`src/rtl/pid_scheduler_if.sv`:
```
// Avalon-MM register port for pid_scheduler: word address, write/read strobes, 32-bit data.
// Latency: readdata is combinational from address; writes land on the next rising edge.
// Backpressure: none; the slave ties waitrequest low.
interface pid_scheduler_if;
    logic [3:0]  address;
    logic        write;
    logic [31:0] writedata;
    logic        read;
    logic [31:0] readdata;
    logic        waitrequest;

    modport master (
        output address, write, writedata, read,
        input  readdata, waitrequest
    );

    modport slave (
        input  address, write, writedata, read,
        output readdata, waitrequest
    );
endinterface

```
`src/rtl/pid_scheduler.sv`:
```
// Sequences one-hot measurement_update pulses over NUM_MOTORS PID channels once per PERIOD tick.
// Latency: tick to sweep_done = NUM_MOTORS*(1+SETTLE_CYCLES) cycles; register reads are combinational.
// Backpressure: none (waitrequest=0); ticks arriving mid-sweep are dropped, counted only with PID_SCHED_OVERRUN_CNT_EN.
// SETTLE_CYCLES is expected to be at least 1.
module pid_scheduler #(
    parameter int NUM_MOTORS    = 6,
    parameter int SETTLE_CYCLES = 2
) (
    input  logic                    clock,
    input  logic                    reset_n,
    pid_scheduler_if.slave          avs,
    output logic [NUM_MOTORS-1:0]   measurement_update,
    output logic [2*NUM_MOTORS-1:0] controller,
    output logic                    sweep_done
);
    typedef enum logic [1:0] {
        S_IDLE      = 2'd0,
        S_WAIT_TICK = 2'd1,
        S_ISSUE     = 2'd2,
        S_SETTLE    = 2'd3
    } state_t;

    localparam logic [3:0]  LAST_IDX    = 4'(NUM_MOTORS - 1);
    localparam logic [15:0] SETTLE_LAST = 16'(SETTLE_CYCLES - 1);
    localparam logic [31:0] PERIOD_RST  = 32'd50000;

    state_t                  r_state;
    state_t                  w_state_nxt;
    logic                    r_run;
    logic [31:0]             r_period;
    logic [31:0]             r_period_cur;
    logic [31:0]             r_tick_cnt;
    logic [NUM_MOTORS-1:0]   r_en_mask;
    logic [2*NUM_MOTORS-1:0] r_modes;
    logic [31:0]             r_sweep_cnt;
    logic [3:0]              r_index;
    logic [15:0]             r_settle_cnt;

    logic        w_wr_ctrl;
    logic        w_stop;
    logic        w_tick;
    logic        w_settle_last;
    logic        w_last_ch;
    logic [31:0] w_period_eff;
    logic [31:0] w_overrun_rd;
    logic        w_unused_read;

    assign w_wr_ctrl     = avs.write && (avs.address == 4'd0);
    // Clearing run takes the FSM to IDLE on the very next edge, not one cycle later.
    assign w_stop        = !r_run || (w_wr_ctrl && !avs.writedata[0]);
    assign w_period_eff  = (r_period < 32'd2) ? 32'd2 : r_period;
    assign w_tick        = r_run && (r_tick_cnt == r_period_cur - 32'd1);
    assign w_settle_last = (r_settle_cnt == SETTLE_LAST);
    assign w_last_ch     = (r_index == LAST_IDX);
    assign controller    = r_modes;
    assign avs.waitrequest = 1'b0;
    assign w_unused_read = avs.read;

    // Host-writable registers; RO and unmapped addresses fall through untouched.
    always_ff @(posedge clock or negedge reset_n) begin
        if (!reset_n) begin
            r_run     <= 1'b0;
            r_period  <= PERIOD_RST;
            r_en_mask <= '1;
            r_modes   <= '0;
        end else if (avs.write) begin
            case (avs.address)
                4'd0:    r_run     <= avs.writedata[0];
                4'd1:    r_period  <= avs.writedata;
                4'd2:    r_en_mask <= avs.writedata[NUM_MOTORS-1:0];
                4'd3:    r_modes   <= avs.writedata[2*NUM_MOTORS-1:0];
                default: ;
            endcase
        end
    end

    // Tick counter; the active period is only reloaded at a tick or while stopped so a running period is never cut short.
    always_ff @(posedge clock or negedge reset_n) begin
        if (!reset_n) begin
            r_tick_cnt   <= '0;
            r_period_cur <= PERIOD_RST;
        end else if (!r_run || w_tick) begin
            r_tick_cnt   <= '0;
            r_period_cur <= w_period_eff;
        end else begin
            r_tick_cnt   <= r_tick_cnt + 32'd1;
        end
    end

    // FSM state register.
    always_ff @(posedge clock or negedge reset_n) begin
        if (!reset_n) r_state <= S_IDLE;
        else          r_state <= w_state_nxt;
    end

    // FSM next-state; a stop overrides every transition.
    always_comb begin
        w_state_nxt = r_state;
        case (r_state)
            S_IDLE:      if (r_run) w_state_nxt = S_WAIT_TICK;
            S_WAIT_TICK: if (w_tick) w_state_nxt = S_ISSUE;
            S_ISSUE:     w_state_nxt = S_SETTLE;
            S_SETTLE:    if (w_settle_last) w_state_nxt = w_last_ch ? S_WAIT_TICK : S_ISSUE;
            default:     w_state_nxt = S_IDLE;
        endcase
        if (w_stop) w_state_nxt = S_IDLE;
    end

    // FSM outputs: the update pulse is gated by the live enable mask so mid-sweep mask edits apply to later channels.
    always_comb begin
        measurement_update = '0;
        sweep_done         = 1'b0;
        if (r_state == S_ISSUE)
            measurement_update = r_en_mask & (NUM_MOTORS'(1) << r_index);
        if ((r_state == S_SETTLE) && w_settle_last && w_last_ch)
            sweep_done = 1'b1;
    end

    // Channel index, settle timer and sweep counter.
    always_ff @(posedge clock or negedge reset_n) begin
        if (!reset_n) begin
            r_index      <= '0;
            r_settle_cnt <= '0;
            r_sweep_cnt  <= '0;
        end else begin
            if (w_state_nxt == S_IDLE)
                r_index <= '0;
            else if ((r_state == S_WAIT_TICK) && (w_state_nxt == S_ISSUE))
                r_index <= '0;
            else if ((r_state == S_SETTLE) && (w_state_nxt == S_ISSUE))
                r_index <= r_index + 4'd1;

            if (r_state == S_ISSUE)
                r_settle_cnt <= '0;
            else if (r_state == S_SETTLE)
                r_settle_cnt <= r_settle_cnt + 16'd1;

            if (sweep_done)
                r_sweep_cnt <= r_sweep_cnt + 32'd1;
        end
    end

`ifdef PID_SCHED_OVERRUN_CNT_EN
    logic [31:0] r_overrun_cnt;
    logic        w_drop;

    assign w_drop       = w_tick && (r_state != S_WAIT_TICK);
    assign w_overrun_rd = r_overrun_cnt;

    // Count every tick that lands while a sweep (or startup) is still in progress.
    always_ff @(posedge clock or negedge reset_n) begin
        if (!reset_n)    r_overrun_cnt <= '0;
        else if (w_drop) r_overrun_cnt <= r_overrun_cnt + 32'd1;
    end
`else
    assign w_overrun_rd = '0;
`endif

    // Register readback, combinational from address.
    always_comb begin
        avs.readdata = 32'hDEAD_BEEF;
        case (avs.address)
            4'd0:    avs.readdata = {31'd0, r_run};
            4'd1:    avs.readdata = r_period;
            4'd2:    avs.readdata = 32'(r_en_mask);
            4'd3:    avs.readdata = 32'(r_modes);
            4'd4:    avs.readdata = r_sweep_cnt;
            4'd5:    avs.readdata = w_overrun_rd;
            4'd6:    avs.readdata = {24'd0, r_index, 2'b00, r_state};
            default: avs.readdata = 32'hDEAD_BEEF;
        endcase
    end
endmodule

```
`src/flat_wrapper.sv`:
```
// flat-port wrapper written by rule: the top's interface ports become plain ports
module pid_scheduler_flat 
#(
    parameter int NUM_MOTORS    = 6,
    parameter int SETTLE_CYCLES = 2
)
  (clock, reset_n, measurement_update, controller, sweep_done, avs_address, avs_write, avs_writedata, avs_read, avs_readdata, avs_waitrequest);
  pid_scheduler_if avs_i ();
  input  logic clock;
  input  logic reset_n;
  output logic [NUM_MOTORS-1:0] measurement_update;
  output logic [2*NUM_MOTORS-1:0] controller;
  output logic sweep_done;
  input wire logic [$bits(avs_i.address)-1:0] avs_address;
  input wire logic [$bits(avs_i.write)-1:0] avs_write;
  input wire logic [$bits(avs_i.writedata)-1:0] avs_writedata;
  input wire logic [$bits(avs_i.read)-1:0] avs_read;
  output wire logic [$bits(avs_i.readdata)-1:0] avs_readdata;
  output wire logic [$bits(avs_i.waitrequest)-1:0] avs_waitrequest;
  assign avs_i.address = avs_address;
  assign avs_i.write = avs_write;
  assign avs_i.writedata = avs_writedata;
  assign avs_i.read = avs_read;
  assign avs_readdata = avs_i.readdata;
  assign avs_waitrequest = avs_i.waitrequest;
  pid_scheduler #(.NUM_MOTORS(NUM_MOTORS), .SETTLE_CYCLES(SETTLE_CYCLES)) u_core (.clock(clock), .reset_n(reset_n), .avs(avs_i), .measurement_update(measurement_update), .controller(controller), .sweep_done(sweep_done));
endmodule
```
`config.mk`:
```
export PLATFORM = sky130hd
export DESIGN_NAME = pid_scheduler_flat
export DESIGN_NICKNAME = d
export VERILOG_FILES = /design/src/rtl/pid_scheduler_if.sv /design/src/rtl/pid_scheduler.sv /design/src/flat_wrapper.sv
export SDC_FILE = /design/constraint.sdc
export NUM_CORES = 1
export LEC_CHECK = 0
export CORE_MARGIN = 1
export CORE_UTILIZATION = 35
export DETAILED_ROUTE_END_ITERATION = 10
export PLACE_DENSITY_LB_ADDON = 0.08
export SLEW_MARGIN = 20
export SYNTH_ARGS = -nofsm -noshare
export SYNTH_HDL_FRONTEND = slang
export SYNTH_SLANG_ARGS = --single-unit
```
`constraint.sdc`:
```
create_clock -name clock -period 4.1 [get_ports clock]
set_clock_uncertainty 0.1 [all_clocks]
set_input_delay 1.23 -clock clock [delete_from_list [all_inputs] [get_ports clock]]
set_output_delay 1.23 -clock clock [all_outputs]
set_load 0.01 [all_outputs]
```
==> impl_metrics.py, run 1 <==
metrics = {
    "outcome": {
        "status": "finished, final reports clean",
    },
    "drt": {
        "vias": 7565,
        "avgViaCountPerCell": 5.29,
        "drt_pass1_iterations": 5,
        "final_antenna_net_count": 0,
        "route.detailed.wl_per_inst_um": 19.9,
        "finalWirelength_um": 28400,
        "drc": 0,
        "drtIter0Drc": 380,
    },
    "grt": {
        "grt_max_degree": 65,
        "grt_overflow": 0,
        "grt_pass1_wl_um": 45000,
        "globalRouteTotalUtil_pct": 20.8,
        "antenna_found_initial": 0,
        "grt_pass1_vias": 7516,
    },
    "run": {
        "drv_cap": 0,
    },
    "finish": {
        "final_util_pct": 44.0,
        "n_antenna_cell": 0,
        "drive_above_1_share_pct": 21.7,
        "fin_cells": 1431,
        "fillCellCount": 2592,
        "design_area_um2": 11900,
        "syn2layout_area_growth_pct": 23.0,
        "fin_nets": 1127,
    },
    "floorplan": {
        "die_w_um": 168,
        "dieArea_um2": 28300,
        "ios": 92,
        "die_h_um": 168,
        "start_util_pct": 35.7,
        "num_rows": 60,
        "coreArea_um2": 27000,
    },
    "critical_path": {
        "startpoint_type": "input pin",
        "cp_data_arrival_time_ns": 2.60,
        "path_cells": "dlygate4sd2_1, or2_4, nor2_1, buf_4, buf_4, a22o_1, clkdlybuf4s15_1",
        "cp.required_ns": 2.77,
        "path_common_cell": "buf_4",
        "end_kind": "output port",
        "critPathMaxStageDelay_ns": 0.30,
        "path_class": "in2out",
        "crit_fanout": 4,
        "critPathSlowestCell": "or2_4",
    },
    "sta": {
        "fin_crit_sh_pct": 95.9,
        "timing.final.ws_setup_ns": 0.169,
        "timing.setup.tns_ns": 0,
        "final-hold-violation-count": 0,
        "drv_slew": 0,
        "max_freq_mhz": 254,
        "layout_min_cycle_time_ns": 3.93,
        "holdWs_ns": 0.399,
        "slew-limit-headroom_pct": 40.5,
        "worst_pin_slew_ns": 0.891,
        "setup_violations": 0,
        "rsz0062_at_grt": "false",
    },
    "cts": {
        "path_clk_slew_ns": 0.07,
        "cts_hold_buf": 0,
        "cts-htree-levels": 4,
        "root_buffer": "clkbuf_16",
        "clk_latency_ns": 0.44,
        "numCtsBuffers": 17,
        "cts_tree": "built",
        "clk_path_buf_depth": 2,
        "cts.sinks": 169,
    },
    "place": {
        "place_ws_ns": -0.446,
        "dp.cells": 1391,
        "detailed_place_hpwl_um": 20900,
        "place_congestion": 0.918,
        "place_area_um2": 11200,
        "portBuffers": 89,
    },
    "yosys": {
        "ys_seq_elements": 169,
        "synth_edf_count": 0,
        "yosys_warnings": 0,
        "ys_types": 68,
        "synth_area_um2": 9660,
        "ys_top_cells_by_area": "dfrtp_1 (39%), mux2_2 (7.9%), xnor2_1 (6.0%)",
        "async_flop_share_pct": 100,
        "synth_cells": 963,
        "synth_top_cell_by_area": "dfrtp_1",
        "synth_top_cell_area_share_pct": 39.1,
        "syn_nets": 1013,
        "postSynthAreaPerCell_um2": 10.0,
        "yosysSeqAreaShare_pct": 44.0,
        "synth_top_flop_cell": "dfrtp_1",
    },
    "power": {
        "total_power_mw": 5.64,
        "total_leakage_power_nw": 5.09,
        "pwr_density_cell_nw_per_um2": 475,
        "ir_worst_vdd_mv": 0.325,
    },
    "worst_hold_path": {
        "hp-class": "reg2reg",
    },
}
==> layout by cell type (no fill, tap or decap), types with 7 or more instances in the layout <==
master             n
and2_1            38
ha_1              10
xor2_1            40
dfrtp_1          151
o21ai_0           31
nor2b_1            8
nor3_1            24
dlygate4sd2_1      8
inv_1             20
xnor2_1           66
or4_1              8
clkdlybuf4s50_1   52
nand3_1           40
or3_1             14
nor4_1            21
buf_4             50
clkbuf_16         17
a22o_1            10
mux2_2            67
dfstp_2           18
clkdlybuf4s15_1   11
and4_1             7
and3_1            18
nand4_1           31
a21oi_1           40
buf_2              8
mux2_4            20
nand2_1           63
nor2_1            59
==> Yosys cell counts, drive strengths merged, types with 3 or more instances <==
cell type / n
mux2: 87
xnor2: 66
nand3b: 3
and2: 39
nor2: 63
clkbuf: 39
xor2: 40
or3: 14
nand3: 40
or4: 8
nand4b: 5
a211oi: 4
dfrtp: 151
and4: 7
a31o: 3
o22ai: 6
dfstp: 18
mux2i: 5
or2: 3
a221o: 4
a21oi: 44
ha: 10
a31oi: 6
o21ai: 36
nor3b: 3
nor4: 23
buf: 14
nand2b: 8
nand4: 31
a22oi: 6
nand2: 63
and3: 18
a22o: 10
nor3: 25
inv: 20
nor2b: 8
==> registers in the layout, indices dropped and copies added, names as in the netlist <==
signal and count:
u_core.r_period 32, u_core.r_period_cur 32, u_core.r_sweep_cnt 32, u_core.r_tick_cnt 32, u_core.r_settle_cnt 16, u_core.controller 12
u_core.r_en_mask 6, u_core.r_index 4, u_core.r_state 2, u_core.r_run 1
==> area by class of cell <==
cell class              count  area (µm²)  share of cell area (%)
clock buffers              21         460                    3.87
clock inverters            11         139                    1.17
repair buffers            148        1340                    11.3
inverters                  20        75.1                   0.632
multi-input cells         721        5190                    43.7
flip-flops and latches    169        4250                    35.8
well taps                 341         427                    3.59
==> critical path, delay by kind of cell <==
kind                   cells  cell delay (ns)
AO/OA/AOI/OAI              1             0.13
AND/OR/NAND/NOR            2             0.43
buffers and inverters      4             0.80
==> power breakdown <==
| part | internal, mW | total, mW | switching (mW) |
|---|---|---|---|
| sequential | 1.96 | 2.41 | 0.444 |
| clock | 0.946 | 1.70 | 0.751 |
| combinational | 0.788 | 1.54 | 0.753 |
==> routing by layer <==
layer,share of wire (%),global-route usage [%]
met1,50,29.6
met2,47,33.9
met3,3.0,2.52
met4,0.64,4.35
met5,0,0
==> worst paths after layout <==
check / start / end / slack, ns / cells after the start
min in group asynchronous: reset_n / u_core.r_period[23] / 0.68 / 1
max: avs_address[2] / avs_readdata[17] / 0.17 / 7
max reg2reg: u_core.r_period_cur[6] / u_core.r_period_cur[25] / 0.22 / 10
min reg2reg: u_core.r_sweep_cnt[12] / u_core.r_sweep_cnt[12] / 0.40 / 1
min: u_core.r_sweep_cnt[12] / u_core.r_sweep_cnt[12] / 0.40 / 1
max in group asynchronous: reset_n / u_core.r_period_cur[9] / 2.45 / 2
==> logic make-up (layout without fill, tap and decap cells) <==
| family | count (synthesis) | count (layout) | synth area share (%) |
|---|---|---|---|
| flops | 169 | 169 | 44.0 |
| xor+xnor | 106 | 106 | 9.61 |
| simple gates | 366 | 366 | 20.4 |
| buf+inv | 73 | 200 | 3.24 |
| fa+ha+maj | 10 | 10 | 1.30 |
| compound gates | 146 | 146 | 10.0 |
| mux | 92 | 92 | 11.4 |
| other cells | 1 | 1 | 0.0388 |
==> what timing repair did <==
| item | 4_1_cts | 5_1_grt |
|---|---|---|
| setup buffers | 5 | 2 |
| endpoints found under the setup margin | 32 | 31 |
| resized for setup | 101 | 16 |
| gates cloned | 0 | 1 |
| pin swaps | 5 | 4 |
Note: power is estimated with default switching activity, not from simulation.
==> inputs of run 2 (changes only) <==
Settings changed: GPL_ROUTABILITY_DRIVEN set to 0.
Clock period 4.1 ns to 3.33 ns, I/O delays scaled along.
==> impl_metrics.py, run 2 (synthesis gave the netlist of run 1 again) <==
metrics = {
    "sta": {
        "max_freq_mhz": 302,
        "fin_crit_sh_pct": 99.6,
        "final-hold-violation-count": 0,
        "setup_violations": 0,
        "layout_min_cycle_time_ns": 3.32,
        "worst_pin_slew_ns": 0.874,
        "timing.final.ws_setup_ns": 0.0135,
        "holdWs_ns": 0.392,
        "slew-limit-headroom_pct": 41.6,
        "rsz0062_at_grt": "true",
        "drv_slew": 0,
    },
    "finish": {
        "layout_common_cells": "dfrtp_1 (150), buf_4 (108), mux2_2 (66)",
        "fin_cells": 1504,
        "layout_commonest_cell": "dfrtp_1",
        "syn2layout_area_growth_pct": 32.2,
        "fin_nets": 1199,
        "drive_above_1_share_pct": 31.2,
    },
    "cts": {
        "cts_hold_buf": 0,
        "root_buffer": "clkbuf_16",
        "cts-htree-levels": 4,
        "numCtsBuffers": 17,
        "path_clk_slew_ns": 0.07,
        "clk_path_buf_depth": 2,
        "cts_tree": "built",
        "clk_latency_ns": 0.43,
        "cts.sinks": 169,
    },
    "grt": {
        "grt_max_degree": 64,
        "globalRouteTotalUtil_pct": 21.6,
        "grt_overflow": 0,
        "antenna_found_initial": 1,
        "grt_pass1_vias": 7913,
        "grt_pass1_wl_um": 46800,
    },
    "drt": {
        "vias": 7967,
        "wl_met2_um": 13900,
        "final_antenna_net_count": 0,
        "drtIter0Drc": 602,
        "finalWirelength_um": 29300,
        "avgViaCountPerCell": 5.30,
        "wl_met3_um": 811,
        "drc": 0,
        "route.detailed.wl_per_inst_um": 19.5,
        "m1WireLength_um": 14400,
        "drt_pass1_iterations": 6,
        "top_layer_used": "met4",
    },
    "critical_path": {
        "end_kind": "register",
        "critPathMaxStageDelay_ns": 0.40,
        "cp_data_arrival_time_ns": 3.53,
        "path_cells": "buf_6, inv_4, ha_4, or3b_4, or3_4, o31a_1, nor3_2, o21bai_2, a2111oi_4, buf_4, a31oi_4, buf_6, buf_16, mux2_4",
        "path_class": "reg2reg",
        "crit_fanout": 5,
        "startpoint_type": "register",
        "path_common_cell": "buf_6",
        "startpoint": "u_core.r_period_cur[0]",
        "critPathSlowestCell": "dfrtp_1",
        "cp.required_ns": 3.54,
        "cpLargestDelayFamily": "simple AND/OR/NAND/NOR gates",
        "r2r-start": "u_core.r_period_cur[0]",
        "path_buf_inv": 5,
    },
    "floorplan": {
        "coreArea_um2": 27000,
        "die_h_um": 168,
        "num_rows": 60,
        "ios": 92,
        "dieArea_um2": 28300,
        "start_util_pct": 35.7,
        "die_w_um": 168,
    },
    "power": {
        "total_leakage_power_nw": 5.56,
        "p_seq_share_pct": 37.4,
        "p_int_mw": 4.91,
        "pwr_density_cell_nw_per_um2": 588,
        "ir_worst_vdd_mv": 0.420,
        "switching_power_mw": 2.60,
        "swShare_pct": 34.7,
        "pwr-share-clk_pct": 26.5,
        "combinationalPowerShare_pct": 36.1,
    },
    "place": {
        "portBuffers": 89,
        "place_ws_ns": -0.786,
        "dp.cells": 1447,
        "detailed_place_hpwl_um": 21900,
    },
    "worst_hold_path": {
        "hp-class": "reg2reg",
        "hold_start": "u_core.r_sweep_cnt[12]",
    },
    "outcome": {
        "status": "finished, final reports clean",
    },
    "run": {
        "drv_cap": 0,
    },
}
==> run 2: repair_timing <==
| action | 4_1_cts | 5_1_grt |
|---|---|---|
| resized for setup | 159 | 36 |
| endpoints found under the hold margin | 0 | 0 |
| endpoints found under the setup margin | 97 | 99 |
| pin swaps | 11 | 19 |
| gates cloned | 1 | 0 |
| buffers inserted | 17 | 6 |
==> run 2: final timing paths <==
path	depth (start not counted)	to	slack, ns
worst min register to register	1	u_core.r_sweep_cnt[12]	0.39
worst max-delay path	14	u_core.r_period_cur[7]	0.01
min in group asynchronous	1	u_core.r_tick_cnt[29]	0.42
max in group asynchronous	2	u_core.r_en_mask[0]	1.95
worst max register to register	14	u_core.r_period_cur[7]	0.01
worst min-delay path	1	u_core.r_sweep_cnt[12]	0.39
==> run 2: final cells by class <==
class / instances / area, µm²
Inverter: 20 / 80.1
Clock buffer: 19 / 443
Timing Repair Buffer: 220 / 1970
Antenna cell: 1 / 2.50
Fill cell: 2545 / 14300
Clock inverter: 13 / 133
Tap cell: 341 / 427
Sequential cell: 169 / 4250
Multi-Input combinational cell: 721 / 5470
==> run 2: metal layers <==
layer | track usage [%] | vias up
li1 | - | 3833
met1 | 30.7 | 3978
met2 | 35.0 | 142
met3 | 2.77 | 14
met4 | 5.10 | 0
met5 | 0 | -
==> run 2: power groups by stage <==
stage | clock, mW | sequential [mW] | combinational, mW
final | 1.99 | 2.81 | 2.71
after global routing | 2.15 | 2.86 | 2.93
after CTS | 2.06 | 2.80 | 2.63
after detailed placement | 0 | 2.83 | 2.42
after global placement | 0 | 2.83 | 2.41
after floorplan | 0 | 2.70 | 1.37
==> run 2: metrics by stage <==
stage | util (%) | area (µm²) | TNS [ns] | power (mW)
2_1_floorplan | - | 9670 | 0 | 4.07
3_5_place_dp | 43.1 | 11600 | -28.31 | 5.25
3_3_place_gp | 43.1 | 11600 | -29.22 | 5.24
4_1_cts | 46.8 | 12600 | -0.143 | 7.49
5_1_grt | 47.3 | 12800 | -4.19 | 7.93
6_report | 47.3 | 12800 | 0 | 7.51
==> run 2: worst reg2reg max path, delay by kind of cell (launching register included) <==
| kind | cells | cell delay, ns |
|---|---|---|
| AO/OA/AOI/OAI | 4 | 0.76 |
| multiplexers | 1 | 0.29 |
| adder cells (fa/ha/maj) | 1 | 0.12 |
| AND/OR/NAND/NOR | 3 | 0.88 |
| buffers and inverters | 5 | 0.67 |
| flip-flops | 1 | 0.40 |
